File: src/rtl/life_pkg.sv
`default_nettype none
// ============================================================================
// Module      : life_pkg
// Description : Shared types and width helper for the life-grid frame
//               streamer and its popcount sub-module.
// Revision    : 1.0 - initial release
// ============================================================================
package life_pkg;

    // Streamer control states: waiting for a snapshot, or sending its rows.
    typedef enum logic [0:0] {
        ST_IDLE = 1'b0,
        ST_SEND = 1'b1
    } state_t;

    // Bits needed to index v items; never less than one so N=1 still has a port.
    function automatic int width_of(input int v);
        return (v <= 1) ? 1 : $clog2(v);
    endfunction

endpackage
`default_nettype wire

File: src/rtl/life_popcount.sv
`default_nettype none
// ============================================================================
// Module      : life_popcount
// Description : Purely combinational count of set bits in a W-bit vector.
// Revision    : 1.0 - initial release
// ============================================================================
module life_popcount #(
    parameter int W  = 16,
    parameter int OW = 5
) (
    input  logic [W-1:0]  i_bits,
    output logic [OW-1:0] o_count
);

    // Sum of all bits; written as an accumulation, reshaped into a tree by synthesis.
    always_comb begin
        o_count = '0;
        for (int i = 0; i < W; i++) begin
            o_count = o_count + OW'(i_bits[i]);
        end
    end

endmodule
`default_nettype wire

File: src/rtl/life_frame_streamer.sv
`default_nettype none
// ============================================================================
// Module      : life_frame_streamer
// Description : Captures the life grid's cells vector on request and streams
//               it out one row per valid/ready transfer, chaining frames with
//               no bubble when a new request lands on the last-row handshake.
//               Optional macro LIFE_POPCOUNT_EN adds a pop_count output.
// Revision    : 1.0 - initial release
// ============================================================================
module life_frame_streamer
    import life_pkg::*;
#(
    parameter int N  = 4,
    parameter int CW = 16
) (
    input  logic                            clk,
    input  logic                            nrst,
    input  logic [N*N-1:0]                  cells,
    input  logic                            snap,
    output logic [N-1:0]                    row_data,
    output logic [width_of(N)-1:0]          row_idx,
    output logic                            row_valid,
    input  logic                            row_ready,
    output logic                            row_first,
    output logic                            row_last,
    output logic                            busy,
    output logic                            overrun,
`ifdef LIFE_POPCOUNT_EN
    output logic [width_of(N*N+1)-1:0]      pop_count,
`endif
    output logic [CW-1:0]                   frame_count
);

    localparam int               c_IW   = width_of(N);
    localparam logic [c_IW-1:0]  c_LAST = c_IW'(N - 1);

    state_t            r_state;
    logic [N*N-1:0]    r_shadow;
    logic [c_IW-1:0]   r_ptr;
    logic [CW-1:0]     r_frame_count;
    logic              r_overrun;

    logic [N-1:0]      w_rows [N];
    logic              w_valid;
    logic              w_hs;
    logic              w_last;
    logic              w_last_hs;
    logic              w_latch;

    // Slice the shadow register into rows so the pointer selects a whole row.
    generate
        for (genvar gi = 0; gi < N; gi++) begin : g_rows
            assign w_rows[gi] = r_shadow[gi*N +: N];
        end
    endgenerate

    // Valid comes straight from the state flop, so it never depends on ready.
    assign w_valid   = (r_state == ST_SEND);
    assign w_hs      = w_valid && row_ready;
    assign w_last    = (r_ptr == c_LAST);
    assign w_last_hs = w_hs && w_last;
    // A snapshot is taken from idle, or on the final handshake to chain frames.
    assign w_latch   = snap && ((r_state == ST_IDLE) || w_last_hs);

    // Control path: capture, row pointer advance, frame counting and overrun flag.
    always_ff @(posedge clk or negedge nrst) begin
        if (!nrst) begin
            r_state       <= ST_IDLE;
            r_shadow      <= '0;
            r_ptr         <= '0;
            r_frame_count <= '0;
            r_overrun     <= 1'b0;
        end else begin
            r_overrun <= w_valid && snap && !w_last_hs;
            if (w_latch) begin
                r_shadow <= cells;
                r_ptr    <= '0;
                r_state  <= ST_SEND;
            end else if (w_hs) begin
                if (w_last) begin
                    r_ptr   <= '0;
                    r_state <= ST_IDLE;
                end else begin
                    r_ptr <= r_ptr + c_IW'(1);
                end
            end
            if (w_last_hs) begin
                r_frame_count <= r_frame_count + CW'(1);
            end
        end
    end

`ifdef LIFE_POPCOUNT_EN
    localparam int c_PW = width_of(N*N + 1);

    logic [c_PW-1:0] w_pop;
    logic [c_PW-1:0] r_pop;

    life_popcount #(
        .W  (N*N),
        .OW (c_PW)
    ) u_popcount (
        .i_bits  (cells),
        .o_count (w_pop)
    );

    // Count is captured alongside the snapshot so it always matches the frame in flight.
    always_ff @(posedge clk or negedge nrst) begin
        if (!nrst) begin
            r_pop <= '0;
        end else if (w_latch) begin
            r_pop <= w_pop;
        end
    end

    assign pop_count = r_pop;
`endif

    assign row_valid   = w_valid;
    assign busy        = w_valid;
    assign row_idx     = r_ptr;
    assign row_data    = w_rows[r_ptr];
    assign row_first   = w_valid && (r_ptr == '0);
    assign row_last    = w_valid && w_last;
    assign overrun     = r_overrun;
    assign frame_count = r_frame_count;

endmodule
`default_nettype wire

File: config.mk
export PLATFORM = sky130hd
export DESIGN_NAME = life_frame_streamer
export DESIGN_NICKNAME = d
export VERILOG_FILES = /design/src/rtl/life_pkg.sv /design/src/rtl/life_popcount.sv /design/src/rtl/life_frame_streamer.sv
export SDC_FILE = /design/constraint.sdc
export NUM_CORES = 1
export LEC_CHECK = 0
export CORE_ASPECT_RATIO = 1.75
export CORE_MARGIN = 2
export CORE_UTILIZATION = 23
export DETAILED_ROUTE_END_ITERATION = 10
export DONT_BUFFER_PORTS = 1
export PLACE_DENSITY_LB_ADDON = 0.05
export SETUP_SLACK_MARGIN = 0.05
export SYNTH_ARGS = -nofsm -noshare
export SYNTH_HDL_FRONTEND = slang
export SYNTH_SLANG_ARGS = --single-unit
File: constraint.sdc
create_clock -name clk -period 1.6 [get_ports clk]
set_clock_uncertainty 0.2 [all_clocks]
set_input_delay 0.24 -clock clk [delete_from_list [all_inputs] [get_ports clk]]
set_output_delay 0.24 -clock clk [all_outputs]
set_load 0.01 [all_outputs]
# == Yosys cells after proc, flatten, opt, wreduce, memory -nomap -nowiden ==
# Index checks and enable logic that the tools add are counted.
# totals
out_inout_bits,27
word_cells,33
inputBits,20
ff_bits,36
# classes
n_reduce_logical,13
bitwise,2
n_eq_ne,1
addsub,2
order_cmp,1
n_mux,9
# ops
operator,count
$add 16x1->16 const B,1
$bmux 4 s2,1
$mux 4,2
$logic_and 1x1->1,7
$mux 2,3
$reduce_bool 2->1,2
$ge 3x3->1 const B,1
$mux 1,3
$not 2->3,1
$add 2x1->2 const B,1
$eq 2x2->1 const B,1
$logic_not 2->1,1
$reduce_and 2->1,1
$logic_not 1->1,1
$logic_or 1x1->1,1
$not 1->1,1

# == Depth between registers and ports, before layout ==
# logic_depth
word_depth,6
mapped_depth,6
depth_no_buf,5

# == Worst setup path before layout ==
# Ideal clock, no wire load.
# synth_timing
path_kind,register to register
start,register r_ptr[1] (netlist: row_idx[1])
end,register r_shadow[10]
stages_incl_launch_ff,7
setup_time_ns,0.125
n_path_buf,1
setup_slack_ns,-0.218
required_ns,1.275
t_arrival_ns,1.493
synth_period_minus_slack_ns,1.818
path_cell_list,dfrtp_1 > ha_1 > nand2_1 > nand2_1 > nand2_4 > buf_6 > mux2_4
# synth_via
elab_chain_cells,4
# synth_lines
element,line,rtl
start: declaration,life_frame_streamer.sv:39,logic [c_IW-1:0] r_ptr;
start signal: assignment,life_frame_streamer.sv:84,r_ptr <= r_ptr + c_IW'(1);
$eq 2x2->1,life_frame_streamer.sv:60,assign w_last = (r_ptr == c_LAST);
$logic_and 1x1->1,life_frame_streamer.sv:61,assign w_last_hs = w_hs && w_last;
$logic_or 1x1->1,life_frame_streamer.sv:63,assign w_latch = snap && ((r_state == ST_IDLE) || w_last_hs);
$logic_and 1x1->1,life_frame_streamer.sv:63,
end signal: assignment,life_frame_streamer.sv:76,r_shadow <= cells;
end: declaration,life_frame_streamer.sv:38,logic [N*N-1:0] r_shadow;
# No other way between the ends.
# A chain may end at the register's enable or synchronous reset.

# == Worst setup path after layout ==
# layout_timing
start,register r_ptr[0] (netlist: row_idx[0])
end,output row_data[1]
# layout_via
elab_chain_cells,4
# layout_lines
element,line,rtl
$not 2->3 (implied by the code),life_frame_streamer.sv:122,assign row_data = w_rows[r_ptr];
$bmux 4 s2,life_frame_streamer.sv:122,
$mux 4 (implied by the code) (2 in a row),life_frame_streamer.sv:122,
end: declaration,life_frame_streamer.sv:20,"output logic [N-1:0] row_data,"
# No other way between the ends. The select of a mux whose other input is x is not followed.

==> qor.yml <==
status: "finished with violations"
violations: "setup timing"
worst-path-buf-inv: 1
final_util_pct: 34.3
dp.cells: 220
grt_overflow_total: 0
cap_viol_max_count: 0
ant_nets: 0
dieArea_um2: 8040
cts-root-buf: "clkbuf_16"
netlist_area_um2: 1680
synth_xor_area_share_pct: 8.25
drive_above_1_share_pct: 47.9
netlist.top_cell.by_area: "dfrtp_1"
via_per_inst: 4.37
core_um2: 7130
critPathKind: "reg -> out"
drtIter0Drc: 20
tightest_slew_ps: 244
cp-end-kind: "output pin"
start_util_pct: 23.6
max_stage_delay_ps: 550
crit_family: "multiplexers"
fin_crit_sh_pct: 111
dpl.hpwl_um: 2790
yosysSeqAreaShare_pct: 53.5
yosys_warnings: 0
grt_pass1_vias: 1261
synth_edf_count: 0
synthTopCellsByCount: "dfrtp_1 (36), mux2_4 (10), xnor2_1 (10)"
synth_area_leaders: "dfrtp_1 (54%), mux2_4 (8.9%), mux4_2 (5.4%)"
setup_violations: 27
fill_cells: 712
wl_per_cell_um: 15.9
crit_arrival_ps: 1340
cts_sinks: 36
min_path_cells: 2
leakage_nw: 1.16
place.gp.congestion: 0.627
drc: 0
grt_max_degree: 37
die_y_um: 117
synth_ff_type: "dfrtp_1"
syn_to_final_growth_pct: 45.5
die_w_um: 68.7
synthCells: 117
path_max_fanout: 6
slowest_stage: "mux4_2"
clock_latency_ps: 280
nNetsFinal: 187
yosys.area_share.simple_pct: 13.2
grtUsageTotal_pct: 11.3
cts_tree: "yes"
clockBufferDepth: 2
start_kind: "flop"
vias: 1098
wl_um: 3980
power_density_nw_per_um2: 1580
rows: 41
r2r-start: "row_idx[0]"
maxSlewHeadroom_pct: 83.7
max_freq_mhz: 563
synth_compound_area_share_pct: 0.743
antenna_cells: 0
ioPinCount: 47
period_needed_ps: 1780
required_ps: 1160
io_buffers: 0
power.total_mw: 3.86
cts_inserted_buffers: 5
r2r_cells: 6
holdWs_ps: 44.5
finalHoldViolations: 0
grt_antenna_before_repair: 0
ys_async_sr_fraction_pct: 100
place_ws_ps: -77.3
worstHoldStart: "row_ready"
slew_viol_final: 0
synth.distinct_cells: 29
synth.area.mux_share_pct: 19.6
grt_pass1_wl_um: 6360
cts_max_level: 2
syn-num-nets: 140
dr.pass1.iters: 3
fin_cells: 251
hold_path.class: "in -> reg"
timing.final.ws_setup_ps: -176
cts.reportedPaths.clkPinSlew_ps: 50
crit_path_cell_trace: "buf_6 > mux4_2"
synthAdderAreaFrac_pct: 2.23
grt_setup_unrepaired: "yes"
peakVddDrop_mv: 0.845
yosysMostFrequentCell: "dfrtp_1"
ys_seq_elements: 36
synth_top_family_by_area: "multiplexers"
whs_endpoint: "overrun"
rr_endpoint: "frame_count[15]"
synth_top_cell_area_share_pct: 53.5
r2r_slack_ps: -70
syn_area_per_cell_um2: 14.4
## report_power, final
group	total, mW	internal (mW)	switching (mW)
combinational	1.48	0.875	0.603
sequential	1.39	1.20	0.194
clock	0.986	0.614	0.372
total	3.86	2.69	1.17
## layer usage
layer / GRT usage, % / part of all wire, % / up-vias
met1: 10.8 / 34 / 552
met5: 0 / 0 / -
li1: - / - / 504
met3: 3.54 / 5.9 / 6
met4: 5.60 / 2.0 / 0
met2: 21.0 / 58 / 36
## sequential cells by signal, summed over array words and instances, names as in the netlist
name and cells:
busy 1, overrun 1, frame_count 16, r_shadow 16, row_idx 2
## worst max path at each step
stage	from	to	slack [ps]	cells after the start
2_1_floorplan	row_idx[1]	r_shadow[10]	-80	6
3_3_place_gp	row_idx[1]	r_shadow[13]	-60	5
3_5_place_dp	row_idx[1]	r_shadow[14]	-80	5
4_1_cts	row_idx[0]	row_data[1]	-200	2
5_1_grt	row_idx[0]	row_data[3]	-230	2
6_report	row_idx[0]	row_data[1]	-180	2
## cell type report
class	instances	area, µm²	share of cell area, %
Sequential cell	36	903	36.9
Multi-Input combinational cell	76	886	36.2
Timing Repair Buffer	43	395	16.1
Clock buffer	6	139	5.67
Tap cell	86	108	4.39
Clock inverter	2	10.0	0.409
Inverter	2	7.51	0.307
## kinds of logic after synthesis
family          after synthesis
compound gates                2
simple gates                 33
buf+inv                       6
fa+ha+maj                     3
xor+xnor                     15
flops                        36
mux                          22
## repair_timing
action	in CTS	in global routing
setup buffers	3	0
hold buffers	19	0
resized for setup	21	8
cloned	1	0
pin swaps	10	5
endpoints found under the hold margin	56	0
endpoints found under the setup margin	26	37
## worst reg2reg max path, stage by stage (launching register included)
cell and delay, ps:
dfrtp_1 350, buf_4 120, ha_4 160, nand4_1 180, nor2_4 240, nand4_1 150, xnor2_1 150
## layout by cell type, fill, tap and decap left out, drive strengths merged, types with 3 or more instances in the layout
cell type / n
dlygate4sd3: 18
dfrtp: 36
nand4: 6
xnor2: 11
mux2: 17
nand2: 10
buf: 25
and3: 7
xor2: 4
mux4: 4
nand3: 4
clkbuf: 6
ha: 3
## metrics by stage
stage / TNS, ps / instance area [µm²]
floorplan: -883 / 1720
global placement: -547 / 1940
detailed placement: -796 / 1940
CTS: -1540 / 2410
global route: -3170 / 2450
finish: -1060 / 2450
No activity file was read; power rests on OpenSTA's default activity.
